<file path="config.mk">
export PLATFORM = sky130hd
export DESIGN_NAME = spi_req_arbiter
export DESIGN_NICKNAME = d
export VERILOG_FILES = /design/src/rtl/spi_req_arbiter.sv
export SDC_FILE = /design/constraint.sdc
export NUM_CORES = 1
export LEC_CHECK = 0
export CORE_MARGIN = 2
export CORE_UTILIZATION = 36
export CTS_CLUSTER_SIZE = 8
export DETAILED_ROUTE_END_ITERATION = 8
export GPL_TIMING_DRIVEN = 0
export PLACE_DENSITY = 0.9
export SETUP_SLACK_MARGIN = 0.2
export SLEW_MARGIN = 20
export SYNTH_ARGS = -nofsm -noshare
export SYNTH_HDL_FRONTEND = slang
export SYNTH_SLANG_ARGS = --single-unit
export TNS_END_PERCENT = 5
</file>
<file path="constraint.sdc">
create_clock -name clk -period 2.5 [get_ports clk]
set_input_delay 0.5 -clock clk [delete_from_list [all_inputs] [get_ports clk]]
set_output_delay 0.5 -clock clk [all_outputs]
set_load 0.02 [all_outputs]
</file>
<file path="src/rtl/spi_req_arbiter.sv">
// Round-robin arbiter sharing one spi_master byte engine between NUM_REQ byte
// sources, with bounded bursts and one byte in flight so every rx byte has a known owner.
module spi_req_arbiter #(
  parameter int NUM_REQ   = 4,
  parameter int MAX_BURST = 4
) (
  input  logic                 clk,
  input  logic                 rst_l,
  input  logic [8*NUM_REQ-1:0] req_data,
  input  logic [NUM_REQ-1:0]   req_empty,
  output logic [NUM_REQ-1:0]   req_rden,
  input  logic [NUM_REQ-1:0]   req_en,
  output logic [7:0]           m_tx_data,
  output logic                 m_tx_empty,
  input  logic                 m_tx_rden,
  input  logic [7:0]           m_rx_data,
  input  logic                 m_rx_valid,
  output logic [7:0]           rx_data,
  output logic [NUM_REQ-1:0]   rx_valid,
  output logic [NUM_REQ-1:0]   grant,
  output logic                 busy,
  output logic                 err
);

  localparam int IW = (NUM_REQ > 1) ? $clog2(NUM_REQ) : 1;
  localparam int BW = $clog2(MAX_BURST + 1);

  typedef enum logic {
    IDLE  = 1'b0,
    SERVE = 1'b1
  } state_e;

  state_e        state_q, state_d;
  logic [IW-1:0] gidx_q, gidx_d;
  logic [IW-1:0] rr_ptr_q, rr_ptr_d;
  logic          pending_q, pending_d;
  logic [BW-1:0] burst_cnt_q, burst_cnt_d;
  logic          err_q, err_d;

  logic [NUM_REQ-1:0] elig;
  logic [IW-1:0]      pick_idx;
  logic [IW-1:0]      next_ptr;
  logic               cur_empty;
  logic               cur_en;
  logic               burst_done;
  logic               last_byte;
  logic               rx_hit;
  logic               release_now;

  assign elig       = req_en & ~req_empty;
  assign cur_empty  = req_empty[gidx_q];
  assign cur_en     = req_en[gidx_q];
  assign burst_done = (burst_cnt_q == BW'(MAX_BURST));
  assign last_byte  = ((burst_cnt_q + BW'(1)) == BW'(MAX_BURST));
  assign rx_hit     = (state_q == SERVE) & pending_q & m_rx_valid;
  assign next_ptr   = (gidx_q == IW'(NUM_REQ - 1)) ? '0 : gidx_q + IW'(1);

  // A byte returned in the same cycle as a new pop leaves a byte in flight,
  // so the grant must be held to keep that next byte's owner known.
  assign release_now = (state_q == SERVE) & ~m_tx_rden &
                       ((rx_hit & (last_byte | cur_empty | ~cur_en)) |
                        (~pending_q & cur_empty));

  // Scan downward so the lowest offset from rr_ptr is the one that sticks.
  always_comb begin
    pick_idx = '0;
    for (int k = NUM_REQ - 1; k >= 0; k--) begin
      if (elig[(int'(rr_ptr_q) + k) % NUM_REQ]) begin
        pick_idx = IW'((int'(rr_ptr_q) + k) % NUM_REQ);
      end
    end
  end

  always_ff @(posedge clk or negedge rst_l) begin
    if (!rst_l) begin
      state_q     <= IDLE;
      gidx_q      <= '0;
      rr_ptr_q    <= '0;
      pending_q   <= 1'b0;
      burst_cnt_q <= '0;
      err_q       <= 1'b0;
    end else begin
      state_q     <= state_d;
      gidx_q      <= gidx_d;
      rr_ptr_q    <= rr_ptr_d;
      pending_q   <= pending_d;
      burst_cnt_q <= burst_cnt_d;
      err_q       <= err_d;
    end
  end

  always_comb begin
    state_d     = state_q;
    gidx_d      = gidx_q;
    rr_ptr_d    = rr_ptr_q;
    pending_d   = pending_q;
    burst_cnt_d = burst_cnt_q;
    err_d       = err_q | (m_rx_valid & ~pending_q);
    case (state_q)
      IDLE: begin
        if (|elig) begin
          state_d     = SERVE;
          gidx_d      = pick_idx;
          burst_cnt_d = '0;
        end
      end
      SERVE: begin
        if (rx_hit) burst_cnt_d = burst_cnt_q + BW'(1);
        if (m_tx_rden)   pending_d = 1'b1;
        else if (rx_hit) pending_d = 1'b0;
        if (release_now) begin
          state_d  = IDLE;
          rr_ptr_d = next_ptr;
        end
      end
      default: state_d = IDLE;
    endcase
  end

  // Toward spi_master, a byte is offered while m_tx_empty is low and is taken in
  // any cycle m_tx_rden is high; that same cycle pops the owning requester FIFO.
  always_comb begin
    req_rden   = '0;
    rx_valid   = '0;
    rx_data    = '0;
    m_tx_data  = '0;
    m_tx_empty = 1'b1;
    grant      = '0;
    if (state_q == SERVE) begin
      m_tx_data        = req_data[8*gidx_q +: 8];
      m_tx_empty       = cur_empty | pending_q | burst_done;
      req_rden[gidx_q] = m_tx_rden;
      grant[gidx_q]    = 1'b1;
    end
    if (rx_hit) begin
      rx_data          = m_rx_data;
      rx_valid[gidx_q] = 1'b1;
    end
  end

  assign busy = (state_q != IDLE);
  assign err  = err_q;

endmodule

</file>
Yosys cells after proc, flatten, opt, wreduce, memory -nomap -nowiden
Index checks and enable logic that the tools add are counted.
{ "op_classes": {"n_lt_le_gt_ge": 6, "mux": 36, "addsub": 5, "shift": 1, "n_reduce_logical": 10, "n_eq_ne": 5, "n_bitwise": 23} }
{ "op_table": {"columns": ["cell", "count"], "rows": [
  ["$shiftx 32x6->8", 1],
  ["$mux 8", 2],
  ["$mux 1", 15],
  ["$bmux 1 s2", 6],
  ["$lt 3x4->1 const B", 3],
  ["$mux 4", 3],
  ["$mux 2", 5],
  ["$and 4x4->4", 2],
  ["$reduce_and 2->1", 4],
  ["$and 1x1->1", 7],
  ["$eq 3x3->1 const B", 2],
  ["$lt 2x3->1 const B", 2],
  ["$mux 3", 2],
  ["$or 1x1->1", 6],
  ["$pmux 3 s2", 1],
  ["$reduce_or 2->1", 3],
  ["$add 2x1->2 const B", 2],
  ["$add 2x2->2 const B", 2],
  ["$not 1->1", 4],
  ["$not 4->4", 1],
  ["$reduce_or 4->1", 1],
  ["$add 3x1->3 const B", 1],
  ["$and 1x1->1 const A", 3],
  ["$demux 1 s2", 1],
  ["other kinds (7)", 7]
]} }
{ "word_totals": {"output_inout_bits": 31, "word_cells": 92, "ff_bits": 10} }

Longest topological paths before layout
{ "logic_depth": {"word_depth": 10, "depth_mapped": 6, "mapped_depth_nobuf": 6} }

Least setup slack after synthesis
OpenSTA, ideal clock, no wires.
{ "synth_path": {"path_kind": "flip-flop to output port", "startpoint": "reg gidx_q[0]", "endpoint": "out m_tx_data[0]", "setup_slack_ns": 0.549, "required_time_ns": 2.000, "arrival_ns": 1.451, "stages_incl_launch_ff": 4, "path_buffers": 1, "path_cell_list": "dfrtp_1 buf_2 mux4_2 and2_1"} }
{ "synth_via": {"elab_chain_cells": 2} }
{ "synth_rtl": {"columns": ["item", "line", "source"], "rows": [
  ["from (decl)", "34", "logic [IW-1:0] gidx_q, gidx_d;"],
  ["from (signal assigned)", "84", "gidx_q <= gidx_d;"],
  ["$shiftx 32x6->8", "130", "m_tx_data = req_data[8*gidx_q +: 8];"],
  ["$mux 8", "129", "if (state_q == SERVE) begin"],
  ["to (decl)", "13", "output logic [7:0] m_tx_data,"]
]} }
No other way between the ends.

Worst setup path in the final report
{ "layout_path": {"startpoint": "in req_data[28]", "endpoint": "out m_tx_data[4]"} }
{ "layout_via": {"elab_chain_cells": 2} }
{ "layout_rtl": {"columns": ["item", "line", "source"], "rows": [
  ["from (decl)", "9", "input logic [8*NUM_REQ-1:0] req_data,"],
  ["$shiftx 32x6->8", "130", null],
  ["$mux 8", "129", null]
]} }
No other way between the ends.

==> qor.txt <==
status = complete, no violations
die extent in x = 58.5 um
clock tree sinks = 10
Initial Util = 38.5%
Detailed Route WL = 3.47 mm
Crit Path Category = in2out
DR pass1 iterations = 4
clock power share = 8.7%
antenna-violating nets left = 0
Yosys reg bits = 10
CP required = 2000 ps
Achievable Freq = 436 MHz
Worst setup EP type = output port
worst rel slew slack = 68.8%
CTS tree = yes
sequential power share = 18.3%
Hold Vio Cnt, Final = 0
number of synthesis warnings = 0
Worst-path clk slew = 70 ps
H-tree depth = 1
Sw Ratio = 44.2%
Leak = 0.895 nW
placed cells = 222
Synth Instances = 109
Ports = 83
Setup Skew = 0.766 ps
clock latency at the later pin of the worst-skew pair = 270 ps
Hold/Removal Path Class = reg2reg
Critical Path AT = 1790 ps
Synthesized Nets = 168
count of different cell masters after synthesis = 30
Total Nets Final = 257
Slew @ Worst Pin = 467 ps
Setup TNS Final = 0 ps
Diodes inserted = 0
share of cells above drive strength 1 = 18.3%
area of the multi-input gates = 781 um^2
routability cong. = 0.756
initial antenna violation count = 0
gr usage total = 20.8%
unrepaired setup endpoints after global routing = true
Avg WL per Cell = 15.2 um
Finished Layout Cells = 228
Internal = 0.000963 W
Area Overhead vs Synth = 85.2%
ys flop type = dfrtp_1
dpl ws = -420 ps
EDFF count, synth = 0
CP max FO = 1
Slew Limit Fails = 0
Final period util = 91.7%
cell taking the most area after synthesis = dfrtp_1
Hold Slack = 474 ps
core area = 0.00278 mm^2
pin count of the biggest net entering global routing = 11
Synth top area share = 23.4%
vias post-DR = 1170
root buffer cell = clkbuf_4
setup violators final = 0
Max Buffers Root-to-Sink = 2
max_cap viols = 0
Via density = 5.13
crit path time final = 2290 ps
drt first-iter violations = 12
total CTS buffers = 3
Final WS setup = 207 ps
top post-synthesis cells by area = dfrtp_1 23%, mux4_2 19%, and2_1 14%
crit start category = input port
FFs w/ async S/R, synth = 100%
maximum vdd drop = 0.659 mV
Final HPWL DP = 2.94 mm
# fillers = 239
Reg area = 253 um^2
Core Rows = 19
total grt overflow = 0
top-count cell post-synth = and2_1
first-pass GRT wire length = 5.40 mm
P_sw = 0.000764 W
Buffers on Ports = 82
height of the die = 58.5 um
vias in the first global route = 1189
pwr dens = 871 mW/mm^2
Comb power frac = 73.1%
synthesized cell area = 0.00107 mm^2
Die ar. = 0.00343 mm^2
Post-synth top cells = 24 x and2_1, 10 x dfrtp_1, 9 x mux4_2, 7 x ha_1
post-route DRC violation count = 0
Avg Inst Size Synth = 9.83 um^2
sequential area share after synthesis = 23.4%
power by group through the flow:
stage	clock, W	sequential, W	combinational [W]
after floorplan	0	0.000307	0.000766
final	0.000150	0.000316	0.00126
after detailed placement	0	0.000327	0.00129
after global placement	0	0.000321	0.00125
after global routing	0.000160	0.000325	0.00137
after CTS	0.000150	0.000314	0.00126
timing repair:
action                                  in CTS  in global routing
hold buffers                                 0                  0
pin swaps                                    1                  0
buffers inserted                             1                  1
gates resized for setup                     62                  1
endpoints found under the setup margin      29                 10
flip-flops by register name (all words and copies together) (netlist names):
name / count
burst_cnt_q: 3
rr_ptr_q: 2
gidx_q: 2
busy: 1
pending_q: 1
err: 1
layer usage:
layer,vias up,share of wire [%],GRT usage [%]
li1,566,-,-
met1,545,35,21.2
met2,52,56,41.6
met3,7,7.8,4.18
met4,0,1.8,5.98
met5,-,0,0
final cells by class:
class	count	share of cell area (%)
Inverter	6	1.14
Tap cell	31	1.96
Multi-Input combinational cell	88	39.4
Timing Repair Buffer	84	41.1
Clock buffer	4	1.83
Sequential cell	10	12.7
Buffer	5	1.83
worst paths after layout:
| check | slack [ps] | startpoint | cells past startpoint | to |
|---|---|---|---|---|
| max | 210 | req_data[28] | 4 | m_tx_data[4] |
| min | 470 | err$_DFF_PN0_ | 1 | err$_DFF_PN0_ |
| max reg2reg | 650 | gidx_q[1]$_DFFE_PN0P_ | 4 | rr_ptr_q[1]$_DFFE_PN0P_ |
| min reg2reg | 470 | err$_DFF_PN0_ | 1 | err$_DFF_PN0_ |
| max in group asynchronous | 1610 | rst_l | 1 | gidx_q[1]$_DFFE_PN0P_ |
| min in group asynchronous | 540 | rst_l | 1 | err$_DFF_PN0_ |
cells by family (layout without fill, tap and decap cells):
group | count (synthesis) | in the layout | share of synthesized area (%)
buffers and inverters | 11 | 99 | 3.97
AOI/OAI and AO/OA | 15 | 15 | 11.7
muxes | 14 | 14 | 24.4
adders and majority gates | 7 | 7 | 8.18
and+or+nand+nor | 52 | 52 | 28.4
DFF | 10 | 10 | 23.4
worst max-delay path, cell delays in order:
cell and delay [ps]:
clkdlybuf4s50_1 400, mux4_2 450, and2_1 160, clkdlybuf4s15_1 280
per-stage QoR:
step | instance area, um^2 | power [W] | utilization (%)
final | 1980 | 0.00173 | 71.3
after global routing | 1980 | 0.00185 | 71.3
after CTS | 1980 | 0.00173 | 71.0
after detailed placement | 1930 | 0.00162 | 69.4
after global placement | 1930 | 0.00157 | 69.4
after floorplan | 1070 | 0.00107 | -
cells in the final DEF (no fill, tap or decap), types with 2 or more instances in the layout:
cell type and n:
o21ai_0 4, and3_1 4, nand2_1 6, mux2_1 2
nor2b_1 5, inv_1 6, clkbuf_2 2, clkdlybuf4s15_1 2
nor2_1 2, clkbuf_4 4, buf_4 4, dfrtp_1 8
mux4_2 9, nand2b_1 4, clkdlybuf4s15_2 7, ha_1 7
dlygate4sd2_1 21, and2_1 24, o31ai_1 2, clkdlybuf4s50_1 51
nand3_1 4, dfrtp_2 2
Note: power is estimated with default switching activity, not from simulation.
==> RTL edit 1: new RTL, config.mk and constraints unchanged <==
Set the parameter `NUM_REQ` to 8 (it was 4).
--- a/src/rtl/spi_req_arbiter.sv
+++ b/src/rtl/spi_req_arbiter.sv
@@ -1,7 +1,7 @@
 // Round-robin arbiter sharing one spi_master byte engine between NUM_REQ byte
 // sources, with bounded bursts and one byte in flight so every rx byte has a known owner.
 module spi_req_arbiter #(
-  parameter int NUM_REQ   = 4,
+  parameter int NUM_REQ   = 8,
   parameter int MAX_BURST = 4
 ) (
   input  logic                 clk,
Ports: changed (6 resized); port bits go from 83 to 135. The function was not compared with the original's and may differ.
==> RTL edit 1 against the original RTL <==
  * The flow now finishes with violations (setup timing)
  * Critical endpoint is now gidx_q[1]
  * Largest cell class is now multi-input gates
  * Setup slack lost 0.26 ns
  * Sequential cell count grew 2
  * Sequential power grew 11%
  * First-iteration DRC count grew to 23 times the old value
  * Non-clock buffer count grew 82
  * Count of clock-buffer cells in the layout is the same
  * Cell count grew 140%
  * Power grew to 3.0 times the old value
  * Design area grew 120%
  * Routed wire length grew to 3.0 times the old value
  * Global-route usage grew 6.5 points
  * Area after synthesis grew 140%
==> RTL edit 1: results (changes against the original RTL) <==
synth_common_cells: "nor2_1, mux2i_1, mux4_2"  # was and2_1, dfrtp_1, mux4_2
portBuffers: 134  # was 82
regToRegStartpoint: "rr_ptr_q[1]"  # was gidx_q[1]
grt_max_degree: 13  # was 11
grt_pass1_wl_um: 16300  # was 5400 µm
drtIter0Drc: 277  # was 12
grt_util_met1: 0.336  # was 0.212
power_leakage_uw: 0.00182  # was 0.000895 µW
status: "finished with violations"  # was finished, final reports clean
synthAdderAreaFrac: 0.0343  # was 0.0818
critPathArrivalTime_ns: 2.66  # was 1.79 ns
ys_seq_area_frac: 0.118  # was 0.234
grt.total_usage: 0.272  # was 0.208
drive_gt1_frac: 0.299  # was 0.183
fin_nets: 558  # was 257
gr-usage-met3: 0.0566  # was 0.0418
viasPerCell: 5.81  # was 5.13
setup_viol: 2  # was 0
hold_slack_ns: 0.482  # was 0.474 ns
ir_worst_vdd_v: 0.000654  # was 0.000659 V
synth_xor_area_frac: 0.0240  # was 0
hold_depth: 1  # unchanged
synth_compound_area_frac: 0.200  # was 0.117
r2r_slack_ns: -0.05  # was 0.65 ns
skew_ns: 0.00151  # was 0.000766 ns
min_path_type: "register to register"  # unchanged
crit_fanout: 10  # was 1
max_slew.worst_pin.slew_ns: 0.543  # was 0.467 ns
gp_congestion: 0.989  # was 0.756
synthTopCellsByArea: "mux4_2, dfrtp_1, mux2i_1"  # was dfrtp_1, mux4_2, and2_1
worst_path_largest_cell_delay_ns: 0.52  # was 0.45 ns
synth_nets: 408  # was 168
synthMuxAreaShare: 0.326  # was 0.244
worstRegToRegCells: 9  # was 4
drt-total-wl_um: 10500  # was 3470 µm
path_clk_slew_ns: 0.05  # was 0.07 ns
ys_types: 49  # was 30
clk_latency_ns: 0.24  # was 0.27 ns
fin_tns_setup_ns: -0.112  # was 0 ns
dp_hpwl_um: 8150  # was 2940 µm
clockRootBuffer: "clkbuf_8"  # was clkbuf_4
setup_ws_ns: -0.0574  # was 0.207 ns
violations: "setup timing"
internal_power_uw: 2560  # was 963 µW
grt_use_met2: 0.476  # was 0.416
top_regs: "burst_cnt_q: 3 flops, gidx_q: 3 flops, rr_ptr_q: 3 flops"  # was burst_cnt_q: 3 flops, gidx_q: 2 flops, rr_ptr_q: 2 flops
fillCellCount: 569  # was 239
grt_pass1_vias: 3201  # was 1,189
critPathTopFamily: "multiplexers"  # was buffers and inverters
firstDrtPassIters: 5  # was 4
[RTL edit 1: cells by family (layout without fill, tap and decap cells)]
| kind of cell | count (synthesis) | after routing |
|---|---|---|
| AO/OA/AOI/OAI | 72 | 72 |
| XOR/XNOR | 4 | 4 |
| adder cells (fa/ha/maj) | 7 | 7 |
| buffers and inverters | 40 | 189 |
| flip-flops | 12 | 12 |
| multiplexers | 54 | 54 |
| AND/OR/NAND/NOR | 120 | 120 |
[RTL edit 1: worst max-delay path by stage]
stage                            from            to  slack [ns]  cells after the start
after detailed placement    gidx_q[2]  m_tx_data[5]       -0.81                      7
after CTS                 rr_ptr_q[1]     gidx_q[0]       -0.05                      9
after floorplan           rr_ptr_q[1]     gidx_q[0]        0.13                      9
after global placement      gidx_q[2]  m_tx_data[5]       -0.74                      7
after global routing      rr_ptr_q[1]     gidx_q[0]       -0.13                      9
final                       req_en[7]     gidx_q[1]       -0.06                      8
[RTL edit 1: layout make-up]
| class | count | area share |
|---|---|---|
| plain buffers | 26 | 0.0536 |
| clock buffers | 4 | 0.0127 |
| inverters | 14 | 0.0165 |
| multi-input cells | 257 | 0.517 |
| flip-flops and latches | 12 | 0.0698 |
| well taps | 96 | 0.0278 |
| repair buffers | 145 | 0.303 |
[RTL edit 1: timing repair]
item                                    4_1_cts  5_1_grt
buffers inserted                              5        6
gates cloned                                  0        0
hold endpoints to repair                      0        0
endpoints found under the setup margin       46       45
pin swaps                                     7       14
resized for setup                           100      112
[RTL edit 1: worst reg2reg max path, cell delays in order, from the launching register on]
cell	delay, ns
dfrtp_1	0.39
buf_6	0.14
clkinv_8	0.07
ha_4	0.17
xor2_4	0.26
mux4_2	0.59
mux2i_4	0.25
nand3_2	0.11
a2111o_1	0.43
o211ai_2	0.07
[RTL edit 1: per-stage QoR]
step	instance area (µm²)	worst slack (ns)	std cells
2_1_floorplan	2580	0.133	309
3_3_place_gp	4050	-0.735	539
3_5_place_dp	4050	-0.807	539
4_1_cts	4220	-0.0526	548
5_1_grt	4320	-0.131	554
6_report	4320	-0.0574	554
[RTL edit 1: metal layers]
metal  share of wire  routed length, µm
met1            0.37               3890
met2            0.52               5410
met3           0.087                915
met4           0.026                274
met5               0                  0
[RTL edit 1: power groups by stage]
| stage | logic (µW) | clock network (µW) | registers, µW |
|---|---|---|---|
| detailed placement | 4040 | 0 | 353 |
| CTS | 4220 | 219 | 348 |
| finish | 4620 | 213 | 352 |
| global route | 4920 | 227 | 362 |
| floorplan | 2850 | 0 | 342 |
| global placement | 3960 | 0 | 348 |
==> RTL edit 2: new RTL, same flow settings <==
Made on the original files. Make the reset (`rst_l`) synchronous in one clocked block.
--- a/src/rtl/spi_req_arbiter.sv
+++ b/src/rtl/spi_req_arbiter.sv
@@ -71,7 +71,7 @@
     end
   end
 
-  always_ff @(posedge clk or negedge rst_l) begin
+  always_ff @(posedge clk) begin
     if (!rst_l) begin
       state_q     <= IDLE;
       gidx_q      <= '0;
Function: differs if rst_l is asserted again (counterexample within 4 cycles, from zero or initial values and one cycle with rst_l low); with rst_l held inactive, the same outputs for 4 cycles.
==> RTL edit 2 against the original RTL <==
  * Design area down 1.2%
  * Synthesized cell count up 12%
  * Count of clock-buffer cells in the layout unchanged
  * Area after synthesis up 3.7%
  * Routed wire length down 2.0%
  * Via count up 7.6%
  * Sequential cell count unchanged
  * Sequential share of layout area down 2.4 points
  * Non-clock buffer count unchanged
  * Setup slack better by 0.044 ns
  * Critical endpoint is now grant[3]
  * Largest cell class is now multi-input gates
Power is not compared: it rests on default switching activity, and its combinational part moved more than twofold at a synthesized area within 25%.
==> RTL edit 2: results (changes against the original RTL) <==
status: "finished, final reports clean"  # unchanged
portBuffers: 82  # unchanged
wl_met1_um: 1280  # was 1200 µm
drtIter0Drc: 37  # was 12
grt_pass1_vias: 1151  # was 1,189
min_path_type: "register to register"  # unchanged
path_clk_slew_ns: 0.07  # about the same
gr-usage-met3: 0.0371  # was 0.0418
synth_nets: 181  # was 168
critPathArrivalTime_ns: 1.75  # was 1.79 ns
clk_latency_ns: 0.28
cellPowerDensity_nw_per_um2: 355
grt.total_usage: 0.188  # was 0.208
htree_levels: 1  # unchanged
top_regs: "burst_cnt_q: 3 flops, gidx_q: 2 flops, rr_ptr_q: 2 flops"  # unchanged
dp_hpwl_um: 2800  # was 2940 µm
antenna_found_initial: 0  # unchanged
cp_slowest_cell: "clkdlybuf4s50_1"  # was mux4_2
ys_types: 36  # was 30
ys_seq_area_frac: 0.180  # was 0.234
post-place-ws_ns: -0.364  # was -0.420 ns
wl_met3_um: 338  # was 272 µm
wire_per_inst_um: 14.1  # was 15.2 µm
crit_fanout: 5  # was 1
grt_pass1_wl_um: 5030  # was 5400 µm
via_count: 1259  # was 1,170
firstDrtPassIters: 4  # unchanged
fin_nets: 268  # was 257
synth_common_cells: "and2_1, nand2_1, dfxtp_1"  # was and2_1, dfrtp_1, mux4_2
route.met2.wl_um: 1730  # was 1930 µm
cts_max_path_buffers: 2  # unchanged
slew_headroom: 0.756  # was 0.688
gp_congestion: 0.800  # was 0.756
critPathTopFamily: "buffers and inverters"  # unchanged
grt_util_met1: 0.195  # was 0.212
switchingPower_uw: 239
cts_setup_buffers: 0  # was 1
p_clk_frac: 0.223
power_leakage_uw: 0.000871
cts_buffers: 3  # unchanged
drive_gt1_frac: 0.163  # was 0.183
grt_max_degree: 11  # unchanged
place_area_um2: 1970  # was 1930 µm²
yosysWarningCount: 0  # unchanged
async_flop_share: 0  # was 1.00
ir_worst_vdd_v: 0.000231
grt_use_met2: 0.356  # was 0.416
skew_ns: 0.00468  # was 0.000766 ns
clockRootBuffer: "clkbuf_4"  # unchanged
fmax_mhz: 444  # was 436 MHz
top_layer: "met4"  # unchanged
pg_comb_uw: 350
num_antenna_cells: 0  # unchanged
synthTopCellsByArea: "dfxtp_1, mux4_2, and2_1"  # was dfrtp_1, mux4_2, and2_1
worst_path_largest_cell_delay_ns: 0.60  # was 0.45 ns
-- RTL edit 2: cell types whose count changed in the layout (fill, tap and decap cells not counted), sizes merged, moves of 4 or more --
| cell | unedited run | this run |
|---|---|---|
| buf | 5 | 11 |
| clkdlybuf4s15 | 9 | 1 |
| dfrtp | 10 | 0 |
| dfxtp | 0 | 10 |
| mux2 | 4 | 0 |
| nand2 | 6 | 12 |
-- RTL edit 2: path summary, 6_finish.rpt --
kind / startpoint / to / slack [ns] / cells past startpoint
max: gidx_q[1] / grant[3] / 0.25 / 3
min reg2reg: err / err / 0.47 / 1
min: err / err / 0.47 / 1
max reg2reg: burst_cnt_q[0] / rr_ptr_q[1] / 1.07 / 5
-- RTL edit 2: cells by family (layout without fill, tap and decap cells) --
kind of cell               Yosys count  count (layout)  synth area share
muxes                               13              13             0.222
buffers and inverters               13              99            0.0664
adders and majority gates            7               7            0.0788
AOI/OAI and AO/OA                   19              19             0.141
DFF                                 10              10             0.180
and+or+nand+nor                     60              60             0.312
-- RTL edit 2: area by class of cell --
cell class                      count  area (µm²)
Sequential cell                    10         203
Fill cell                         269        1040
Buffer                              7        62.6
Timing Repair Buffer               82         752
Inverter                            6        22.5
Multi-Input combinational cell     99         842
Tap cell                           33        41.3
Clock buffer                        4        36.3
-- RTL edit 2: stage by stage --
stage | instances | util | TNS, ns
after floorplan | 122 | - | 0
after global placement | 237 | 0.657 | -4.28
after detailed placement | 237 | 0.657 | -4.29
after CTS | 241 | 0.654 | 0
after global routing | 241 | 0.653 | 0
final | 241 | 0.653 | 0
-- RTL edit 2: what timing repair did --
item / CTS / global route
setup endpoints to repair: 29 / 2
pin swaps: 1 / 0
resized for setup: 70 / 2
gates cloned: 0 / 0
